--- src/rtl/id_stage_pkg.sv ---
// Shared constants for the instruction decode / operand-issue stage.
package id_stage_pkg;

    localparam int XLEN_DEF = 32;
    localparam int NREG_DEF = 32;

    localparam logic [6:0] OPC_OP     = 7'b0110011;
    localparam logic [6:0] OPC_OP_IMM = 7'b0010011;

    localparam logic [2:0] F3_SLL     = 3'b001;
    localparam logic [2:0] F3_SRL_SRA = 3'b101;

    // Shift immediates carry a meaningful funct7 (SRAI sets bit 30).
    function automatic logic isShiftFunct3(input logic [2:0] funct3);
        return (funct3 == F3_SLL) || (funct3 == F3_SRL_SRA);
    endfunction

endpackage

--- src/rtl/id_stage_regfile.sv ---
// Architectural register file: two asynchronous read ports and one
// synchronous write port. x0 reads as zero and ignores writes; indices
// at or above NREG are ignored on write and read back as zero.
module id_stage_regfile
    import id_stage_pkg::*;
#(
    parameter int XLEN = XLEN_DEF,
    parameter int NREG = NREG_DEF
) (
    input  logic            clk_i,
    input  logic            rst_ni,
    input  logic [4:0]      raddr1_i,
    output logic [XLEN-1:0] rdata1_o,
    input  logic [4:0]      raddr2_i,
    output logic [XLEN-1:0] rdata2_o,
    input  logic            we_i,
    input  logic [4:0]      waddr_i,
    input  logic [XLEN-1:0] wdata_i
);

    logic [XLEN-1:0] regs_q [NREG];

    logic writeOk;
    assign writeOk = we_i && (waddr_i != 5'd0) && (32'(waddr_i) < NREG);

    // Storage update: clear everything on reset, otherwise commit writebacks.
    always_ff @(posedge clk_i or negedge rst_ni) begin
        if (!rst_ni) begin
            for (int i = 0; i < NREG; i++) begin
                regs_q[i] <= '0;
            end
        end else if (writeOk) begin
            regs_q[waddr_i] <= wdata_i;
        end
    end

    // Asynchronous read ports with x0 and out-of-range forced to zero.
    always_comb begin
        rdata1_o = '0;
        rdata2_o = '0;
        if ((raddr1_i != 5'd0) && (32'(raddr1_i) < NREG)) begin
            rdata1_o = regs_q[raddr1_i];
        end
        if ((raddr2_i != 5'd0) && (32'(raddr2_i) < NREG)) begin
            rdata2_o = regs_q[raddr2_i];
        end
    end

endmodule

--- src/rtl/id_stage.sv ---
// Instruction decode / operand-issue stage. Splits an RV32I word, reads
// operands with writeback bypass, stalls on scoreboard hazards and issues
// through a single output register with valid/ready back-pressure.
module id_stage
    import id_stage_pkg::*;
#(
    parameter int XLEN = XLEN_DEF,
    parameter int NREG = NREG_DEF
) (
    input  logic            clk,
    input  logic            rst,
    input  logic            in_valid,
    output logic            in_ready,
    input  logic [31:0]     in_inst,
    input  logic            wb_en,
    input  logic [4:0]      wb_addr,
    input  logic [XLEN-1:0] wb_data,
    output logic            out_valid,
    input  logic            out_ready,
    output logic [XLEN-1:0] out_rs1,
    output logic [XLEN-1:0] out_rs2,
    output logic [6:0]      out_opcode,
    output logic [2:0]      out_funct3,
    output logic [6:0]      out_funct7,
    output logic [4:0]      out_rd_addr,
    output logic            out_illegal
);

    // Instruction fields
    logic [6:0] opcode;
    logic [4:0] rdAddr;
    logic [2:0] funct3;
    logic [4:0] rs1Addr;
    logic [4:0] rs2Addr;
    logic [6:0] funct7;

    assign opcode  = in_inst[6:0];
    assign rdAddr  = in_inst[11:7];
    assign funct3  = in_inst[14:12];
    assign rs1Addr = in_inst[19:15];
    assign rs2Addr = in_inst[24:20];
    assign funct7  = in_inst[31:25];

    logic isOp;
    logic isOpImm;
    logic illegal;

    assign isOp    = (opcode == OPC_OP);
    assign isOpImm = (opcode == OPC_OP_IMM);
    assign illegal = !(isOp || isOpImm);

    // Register file and bypass
    logic [XLEN-1:0] rfRs1;
    logic [XLEN-1:0] rfRs2;

    id_stage_regfile #(
        .XLEN (XLEN),
        .NREG (NREG)
    ) u_regfile (
        .clk_i    (clk),
        .rst_ni   (rst),
        .raddr1_i (rs1Addr),
        .rdata1_o (rfRs1),
        .raddr2_i (rs2Addr),
        .rdata2_o (rfRs2),
        .we_i     (wb_en),
        .waddr_i  (wb_addr),
        .wdata_i  (wb_data)
    );

    logic wbValidReg;
    logic wbHitsRs1;
    logic wbHitsRs2;

    assign wbValidReg = wb_en && (wb_addr != 5'd0) && (32'(wb_addr) < NREG);
    assign wbHitsRs1  = wbValidReg && (wb_addr == rs1Addr);
    assign wbHitsRs2  = wbValidReg && (wb_addr == rs2Addr);

    logic [XLEN-1:0] rs1Val;
    logic [XLEN-1:0] rs2Val;
    logic [XLEN-1:0] immVal;

    assign rs1Val = wbHitsRs1 ? wb_data : rfRs1;
    assign rs2Val = wbHitsRs2 ? wb_data : rfRs2;
    assign immVal = {{(XLEN-12){in_inst[31]}}, in_inst[31:20]};

    // Scoreboard, widened to 32 bits so any 5-bit index is a legal select
    logic [NREG-1:0] scoreboard_q;
    logic [NREG-1:0] scoreboard_d;
    logic [31:0]     sbWide;

    assign sbWide = 32'(scoreboard_q);

    logic rs1Busy;
    logic rs2Busy;
    logic hazard;

    assign rs1Busy = (rs1Addr != 5'd0) && sbWide[rs1Addr] && !wbHitsRs1;
    assign rs2Busy = isOp && (rs2Addr != 5'd0) && sbWide[rs2Addr] && !wbHitsRs2;
    assign hazard  = !illegal && (rs1Busy || rs2Busy);

    logic outValid_q;
    logic accept;

    assign in_ready = !hazard && (!outValid_q || out_ready);
    assign accept   = in_valid && in_ready;

    // Output register state
    logic            outValid_d;
    logic [XLEN-1:0] outRs1_q,     outRs1_d;
    logic [XLEN-1:0] outRs2_q,     outRs2_d;
    logic [6:0]      outOpcode_q,  outOpcode_d;
    logic [2:0]      outFunct3_q,  outFunct3_d;
    logic [6:0]      outFunct7_q,  outFunct7_d;
    logic [4:0]      outRd_q,      outRd_d;
    logic            outIllegal_q, outIllegal_d;

    // Next-state for the issue register: load on accept, drain on consume, else hold.
    always_comb begin
        outValid_d   = outValid_q;
        outRs1_d     = outRs1_q;
        outRs2_d     = outRs2_q;
        outOpcode_d  = outOpcode_q;
        outFunct3_d  = outFunct3_q;
        outFunct7_d  = outFunct7_q;
        outRd_d      = outRd_q;
        outIllegal_d = outIllegal_q;
        if (accept) begin
            outValid_d   = 1'b1;
            outRs1_d     = rs1Val;
            outRs2_d     = isOpImm ? immVal : rs2Val;
            outOpcode_d  = opcode;
            outFunct3_d  = funct3;
            outFunct7_d  = (isOpImm && !isShiftFunct3(funct3)) ? 7'd0 : funct7;
            outRd_d      = rdAddr;
            outIllegal_d = illegal;
        end else if (out_ready) begin
            outValid_d   = 1'b0;
        end
    end

    // Next-state for the scoreboard: writeback clears, then a new producer sets.
    always_comb begin
        logic [31:0] sbNext;
        sbNext = sbWide;
        if (wb_en) begin
            sbNext[wb_addr] = 1'b0;
        end
        if (accept && !illegal && (rdAddr != 5'd0)) begin
            sbNext[rdAddr] = 1'b1;
        end
        sbNext[0]    = 1'b0;
        scoreboard_d = sbNext[NREG-1:0];
    end

    // State registers for the issue slot and scoreboard.
    always_ff @(posedge clk or negedge rst) begin
        if (!rst) begin
            outValid_q   <= 1'b0;
            outRs1_q     <= '0;
            outRs2_q     <= '0;
            outOpcode_q  <= '0;
            outFunct3_q  <= '0;
            outFunct7_q  <= '0;
            outRd_q      <= '0;
            outIllegal_q <= 1'b0;
            scoreboard_q <= '0;
        end else begin
            outValid_q   <= outValid_d;
            outRs1_q     <= outRs1_d;
            outRs2_q     <= outRs2_d;
            outOpcode_q  <= outOpcode_d;
            outFunct3_q  <= outFunct3_d;
            outFunct7_q  <= outFunct7_d;
            outRd_q      <= outRd_d;
            outIllegal_q <= outIllegal_d;
            scoreboard_q <= scoreboard_d;
        end
    end

    assign out_valid   = outValid_q;
    assign out_rs1     = outRs1_q;
    assign out_rs2     = outRs2_q;
    assign out_opcode  = outOpcode_q;
    assign out_funct3  = outFunct3_q;
    assign out_funct7  = outFunct7_q;
    assign out_rd_addr = outRd_q;
    assign out_illegal = outIllegal_q;

endmodule

--- config.mk ---
export PLATFORM = sky130hd
export DESIGN_NAME = id_stage
export DESIGN_NICKNAME = d
export VERILOG_FILES = /design/src/rtl/id_stage_pkg.sv /design/src/rtl/id_stage_regfile.sv /design/src/rtl/id_stage.sv
export SDC_FILE = /design/constraint.sdc
export NUM_CORES = 2
export LEC_CHECK = 0
export BUFFER_PORTS_ARGS = -buffer_cell sky130_fd_sc_hd__buf_2
export CAP_MARGIN = 25
export CORE_ASPECT_RATIO = 0.5
export CORE_MARGIN = 2
export CORE_UTILIZATION = 57
export CTS_CLUSTER_DIAMETER = 50
export CTS_CLUSTER_SIZE = 16
export DETAILED_ROUTE_END_ITERATION = 8
export GPL_TIMING_DRIVEN = 0
export HOLD_SLACK_MARGIN = 0.12
export PLACE_DENSITY = 0.77
export RECOVER_POWER = 50
export SETUP_SLACK_MARGIN = 0.4
export SLEW_MARGIN = 20
export SYNTH_ARGS = -nofsm -noshare
export SYNTH_HDL_FRONTEND = slang
export SYNTH_SLANG_ARGS = --single-unit
export TNS_END_PERCENT = 10
--- constraint.sdc ---
create_clock -name clk -period 2.4 [get_ports clk]
set_input_delay 0.24 -clock clk [delete_from_list [all_inputs] [get_ports clk]]
set_output_delay 0.24 -clock clk [all_outputs]
set_load 0.1 [all_outputs]
# [Yosys cells after proc, flatten, opt, wreduce, memory -nomap -nowiden]
# Cells that the tools add are included.
[word_totals] reg_bits=1143 word_cells=122 inputBits=74 out_inout_bits=89
[classes] n_lt_le_gt_ge=10 eq_ne=6 n_reduce_logical=32 bitwise_logic=6 mux=27
[op_table] cell="1024-bit bitwise mux" n=1
[op_table] cell="32-bit two-way mux" n=12
[op_table] cell="32-bit binary-select mux with 5-bit select" n=2
[op_table] cell="32-bit demux with 5-bit select" n=1
[op_table] cell="32-bit AND" n=1
[op_table] cell="32-bit NOT" n=1
[op_table] cell="32-bit bitwise OR" n=1
[op_table] cell="5-bit by 6-bit < comparator with 1-bit output (second input constant)" n=4
[op_table] cell="5-bit nonzero test" n=4
[op_table] cell="6-bit greater-or-equal comparator (second input constant)" n=3
[op_table] cell="5-bit NOT with 6-bit output" n=3
[op_table] cell="1-bit logical AND" n=17
[op_table] cell="1-bit binary-select mux with 5-bit select" n=2
[op_table] cell="1-bit demux with 5-bit select" n=2
[op_table] cell="5-bit == test" n=2
[op_table] cell="5-bit by 1-bit greater-or-equal comparator with 1-bit output (second input constant)" n=2
[op_table] cell="7-bit by 5-bit == test with 1-bit output (second input constant)" n=1
[op_table] cell="7-bit by 6-bit == test with 1-bit output (second input constant)" n=1
[op_table] cell="7-bit two-way mux" n=1
[op_table] cell="1-bit logical NOT" n=6
[op_table] cell="6-bit by 1-bit < comparator with 1-bit output (second input constant)" n=1
[op_table] cell="1-bit two-way mux" n=6
[op_table] cell="1-bit logical OR" n=4
[op_table] cell="3-bit by 1-bit == test with 1-bit output (second input constant)" n=1
[op_table] cell="2 further kinds" n=2

# [Depth between registers and ports, before layout]
[logic_depth] depth_word=13 mapped_depth=11 depth_no_buf=7

# [Hierarchy]
# Synthesis repeated with hierarchy kept, for this count alone.
[unflattened] hier_cells=4160 area_unflattened_um2=60778.3
[modules_own_cells] mod="id_stage_regfile" cells_per_inst=3617 area_per_inst_um2=54441.0 n_inst=1 seq_area_each_um2=25624.6
[modules_own_cells] mod="id_stage" cells_per_inst=543 area_per_inst_um2=6337.3 n_inst=1 seq_area_each_um2=2977.9

# [Least setup slack after synthesis]
# Ideal clock, no wire load.
[synth_timing] path_kind="input to register" start="input port in_inst[15]" end="register outRs1_q[30] (netlist: out_rs1[30])" cell_stages=9 arrival_time_ns=2.740 path_slack_ns=-0.468 n_path_buf=4 setup_ns=0.128 path_cell_list="buf_2 -> buf_2 -> buf_2 -> buf_1 -> mux4_2 -> a22oi_1 -> a21oi_1 -> a211o_1 -> mux2_1"
[synth_via] elab_chain_cells=9 word_cells_on_any_way=19
[synth_lines] element="start, declared" line="id_stage.sv:14" source="input logic [31:0] in_inst,"
[synth_lines] element="1-bit binary-select mux with 5-bit select / 5-bit == test (equally long branches)" line="id_stage.sv:98, id_stage.sv:76"
[synth_lines] element="1-bit two-way mux (implied by the code) / 1-bit logical AND (equally long branches)" line="id_stage.sv:98, id_stage.sv:76"
[synth_lines] element="1-bit logical AND / 1-bit logical NOT (equally long branches)" line="id_stage.sv:98" source="assign rs1Busy = (rs1Addr != 5'd0) && sbWide[rs1Addr] && !wbHitsRs1;"
[synth_lines] element="1-bit logical AND" line="id_stage.sv:98"
[synth_lines] element="1-bit logical OR" line="id_stage.sv:100" source="assign hazard = !illegal && (rs1Busy || rs2Busy);"
[synth_lines] element="1-bit logical AND" line="id_stage.sv:100"
[synth_lines] element="1-bit logical NOT" line="id_stage.sv:105" source="assign in_ready = !hazard && (!outValid_q || out_ready);"
[synth_lines] element="1-bit logical AND" line="id_stage.sv:105"
[synth_lines] element="1-bit logical AND" line="id_stage.sv:106" source="assign accept = in_valid && in_ready;"
[synth_lines] element="end signal, assigned" line="id_stage.sv:170" source="outRs1_q <= outRs1_d;"
[synth_lines] element="end, declared" line="id_stage.sv:110" source="logic [XLEN-1:0] outRs1_q, outRs1_d;"
# Parallel ways exist; a longest one is shown, timed or not. The select of a mux whose other input is x is not followed.
# A chain may end at the register's enable or synchronous reset.

# [Worst setup path in the final report]
[layout_timing] start="input port wb_addr[2]" end="register outRs2_q[0] (netlist: out_rs2[0])"
[layout_via] elab_chain_cells=10 word_cells_on_any_way=17
[layout_lines] element="start, declared" line="id_stage.sv:16" source="input logic [4:0] wb_addr,"
[layout_lines] element="5-bit nonzero test" line="id_stage.sv:75" source="assign wbValidReg = wb_en && (wb_addr != 5'd0) && (32'(wb_addr) < NREG);"
[layout_lines] element="1-bit logical AND" line="id_stage.sv:75"
[layout_lines] element="1-bit logical AND (on tied branches)" line="id_stage.sv:76, id_stage.sv:77"
[layout_lines] element="1-bit logical NOT (on tied branches)" line="id_stage.sv:98, id_stage.sv:99"
[layout_lines] element="1-bit logical AND (on tied branches)" line="id_stage.sv:98, id_stage.sv:99"
[layout_lines] element="1-bit logical OR" line="id_stage.sv:100"
[layout_lines] element="1-bit logical AND" line="id_stage.sv:100"
[layout_lines] element="1-bit logical NOT" line="id_stage.sv:105"
[layout_lines] element="1-bit logical AND" line="id_stage.sv:105"
[layout_lines] element="1-bit logical AND" line="id_stage.sv:106"
[layout_lines] element="end signal, assigned" line="id_stage.sv:171" source="outRs2_q <= outRs2_d;"
[layout_lines] element="end, declared" line="id_stage.sv:111" source="logic [XLEN-1:0] outRs2_q, outRs2_d;"
# Parallel ways exist; a longest one is shown, timed or not.

==> out/results.ini <==
[run_status]
outcome=complete, but fails checks
violations=hold timing, capacitance limit, slew limit, setup timing

[timing]
hold_slack_ns=-0.554
slew-limit-headroom=-0.285
fin_crit_sh=1.42
finalSetupViolations=503
finalHoldViolCount=95
fin_setup_tns_ns=-104.01
tightestPinTransition_ns=1.93
maxSlewViolCount=348
fmax_mhz=294
rsz0062_at_grt=yes
layout_min_cycle_time_ns=3.40
finalClockSkew_ns=0.0428
final.setup.worst_slack_ns=-0.999

[synth]
synthArstFlopShare=1.00
syn-num-nets=4403
synth_area_um2=60400
syn_inst=4329
yosysWarnings=0
synthDistinctLibCells=55
syn_area_per_cell_um2=13.9
ys_ff_latch=1143
synth-edff-count=0
ys_seq_area_frac=0.474
synthFlopType=dfrtp_1

[detailed_routing]
viasPerCell=7.62
wl_um=245000
postRouteAntennaNets=0
drc=0
dr.pass1.iters=7
first_iter_violations=7910
avgRoutedWirePerCell_um=39.9
num_vias=46800

[final_layout]
area_growth_syn_to_layout_pct=11.8
drive_above_1_share=0.450
nets=4766
fill_cells=7598
instances_no_fill=6146
post-route-util=0.643

[die]
fp-row-count=84
ios=163
fp.dieH_um=234
start_util=0.575
dieWidth_um=464
coreArea_um2=105000
dieArea_um2=109000

[power]
switching_share=0.338
intPower_w=0.0367
max-vdd-ir-drop_uv=614
p_leak_nw=29.9
p_per_area_nw_per_um2=821
seqPwrFrac=0.462
p_clk_frac=0.260
p_sw_w=0.0187
p_total_w=0.0554
power_frac_comb=0.278

[clock_network]
clkSlewWorstSetupHoldPaths_ns=0.07
cts_buffer_depth=3
htree_levels=3
tritoncts=done
clock_sinks=1143
clock_latency_ns=0.75
cts_root_buffer=clkbuf_16
cts_buffers=86

[setup_path]
worstPathRequired_ns=3.08
reg2reg_depth=9
r2r_setup_slack_ns=-0.62
worstPathCellList=clkbuf_1 -> nor3_2 -> a21bo_2 -> nor4_4 -> buf_6 -> clkbuf_1 -> a22oi_1 -> a21oi_1 -> mux2_2
crit_family=buffers and inverters
critPathKind=input pin to register
slowest_stage=clkbuf_1
path_common_cell=clkbuf_1
crit_start=wb_addr[2]
critPathMaxStageDelay_ns=0.97
r2r-start=sbWide[26]
startpoint_type=input pin
cp.depth=9
path_max_fanout=10
cp-endpoint=out_rs2[0]
worstReg2RegEnd=sbWide[1]
cp.arrival_ns=4.08
end_kind=register
path_buf_inv=3

[placed_design]
portBuffers=151
hpwl_um=169000
gp_congestion=1.03
placedCellCount=5939

[grt]
use_met3=0.247
met1_usage=0.572
grt.overflow.total=0
grt_pass1_vias=45200
grt_pass1_wl_um=336000
grt.total_usage=0.446
met2_usage=0.594
top_usage_layer=met2
antenna_found_initial=13
grt_max_degree=143

[hold_path]
hold_class=input pin to asynchronous set/reset pin

[job]
cap_violations=5

==> power groups by stage <==
stage / Clock [W] / Sequential (W) / Combinational [W]
finish: 0.0144 / 0.0256 / 0.0154
floorplan: 0 / 0.0274 / 0.00838
global placement: 0 / 0.0254 / 0.0143
CTS: 0.0142 / 0.0254 / 0.0149
global route: 0.0149 / 0.0259 / 0.0159
detailed placement: 0 / 0.0257 / 0.0147
==> worst min path at each step <==
stage                      startpoint                      to  slack, ns  cells after the start
6_report                          rst   u_regfile.regs_q[239]      -0.55                      1
5_1_grt                           rst   u_regfile.regs_q[303]      -0.50                      1
4_1_cts                           rst   u_regfile.regs_q[111]      -0.51                      1
3_5_place_dp                      rst   u_regfile.regs_q[303]       0.24                      1
3_3_place_gp   u_regfile.regs_q[1004]  u_regfile.regs_q[1004]       0.46                      1
2_1_floorplan                     rst           out_funct3[0]      -0.06                      0
==> worst reg2reg max path: cells and delay by family (launching register included) <==
| family | cells | cell delay, ns |
|---|---|---|
| muxes | 1 | 0.51 |
| DFF | 1 | 0.41 |
| buffers and inverters | 2 | 0.25 |
| AOI/OAI and AO/OA | 3 | 0.84 |
| and+or+nand+nor | 3 | 0.87 |
==> cells in the mapped netlist, types with 3 or more instances <==
cell / n / area, um2
a211o_1: 32 / 280
a21oi_1: 156 / 781
a221o_1: 33 / 330
a221oi_1: 32 / 280
a22o_1: 26 / 228
a22oi_1: 193 / 1450
and3_1: 3 / 18.8
buf_1: 65 / 244
buf_2: 72 / 360
buf_6: 3 / 33.8
clkbuf_1: 336 / 1260
dfrtp_1: 1143 / 28600
inv_1: 22 / 82.6
mux2_2: 1149 / 12900
mux2_4: 17 / 255
mux2i_1: 166 / 1660
mux4_2: 399 / 8990
nand2_1: 153 / 574
nand2b_1: 6 / 37.5
nand3_1: 11 / 55.1
nand3b_1: 5 / 37.5
nor2_1: 100 / 375
nor2b_1: 4 / 25.0
nor3_1: 6 / 30.0
nor3b_1: 4 / 30.0
o21ai_0: 41 / 205
o21bai_1: 32 / 240
o221ai_1: 32 / 280
o22ai_1: 32 / 200
o2bb2ai_1: 7 / 61.3
o31ai_1: 7 / 52.6
or2_2: 3 / 18.8
or3_1: 6 / 37.5
xnor2_1: 6 / 52.6
xor2_1: 4 / 35.0
==> layer usage <==
layer	up-vias	routed length, um
met5	-	278
met3	1061	43800
met1	24100	87000
met4	13	17200
met2	4421	97100
li1	17200	-
==> timing repair <==
| action | in CTS | in global routing |
|---|---|---|
| cloned | 0 | 3 |
| setup endpoints to repair | 427 | 234 |
| resized for setup | 104 | 87 |
| setup buffers | 4 | 9 |
| pin swaps | 5 | 12 |
| hold buffers | 61 | 1 |
| endpoints found under the hold margin | 557 | 134 |
==> per-stage QoR <==
step	instance area (um2)	setup slack, ns
floorplan	60500	-0.194
global route	67400	-0.794
CTS	67100	-0.804
global placement	63100	-23.02
detailed placement	63800	-1.99
finish	67500	-0.999
==> cell usage in the layout, fill, tap and decap left out, types with 33 or more instances in the layout <==
| cell type | n |
|---|---|
| a21oi_1 | 155 |
| a221o_1 | 33 |
| a22oi_1 | 189 |
| buf_1 | 34 |
| buf_2 | 189 |
| buf_4 | 37 |
| buf_6 | 41 |
| clkbuf_1 | 235 |
| clkbuf_16 | 92 |
| clkbuf_2 | 95 |
| dfrtp_1 | 1143 |
| dlygate4sd3_1 | 61 |
| mux2_2 | 1149 |
| mux2i_1 | 166 |
| mux4_2 | 399 |
| nand2_1 | 153 |
| nor2_1 | 97 |
| o21ai_0 | 40 |
==> sequential cells by signal, indices dropped and copies added (netlist names) <==
signal and flops:
sbWide 31, out_rs2 32, out_illegal 1, out_funct7 7, out_valid 1, out_opcode 7
u_regfile.regs_q 1024, out_rs1 32, out_rd_addr 5, out_funct3 3
==> final cells by class <==
cell class | instances | area (um2) | area share
buffer | 476 | 2420 | 0.0359
tap | 1419 | 1780 | 0.0263
sequential | 1143 | 28600 | 0.424
inverter | 22 | 82.6 | 0.00122
antenna | 15 | 37.5 | 0.000556
timing repair buffer | 275 | 2210 | 0.0328
clock inverter | 16 | 196 | 0.00291
multi-input combinational | 2688 | 29900 | 0.443
clock buffer | 92 | 2250 | 0.0333
==> kinds of logic (layout without fill, tap and decap cells) <==
logic type             after synthesis  count (layout)  synth area share
AND/OR/NAND/NOR                    313             313            0.0223
multiplexers                      1732            1732             0.395
buffers and inverters              498             881            0.0328
other                                0              15                 0
XOR/XNOR                            10              10           0.00145
flip-flops                        1143            1143             0.474
AO/OA/AOI/OAI                      633             633            0.0744
Note: power is estimated with default switching activity, not from simulation.
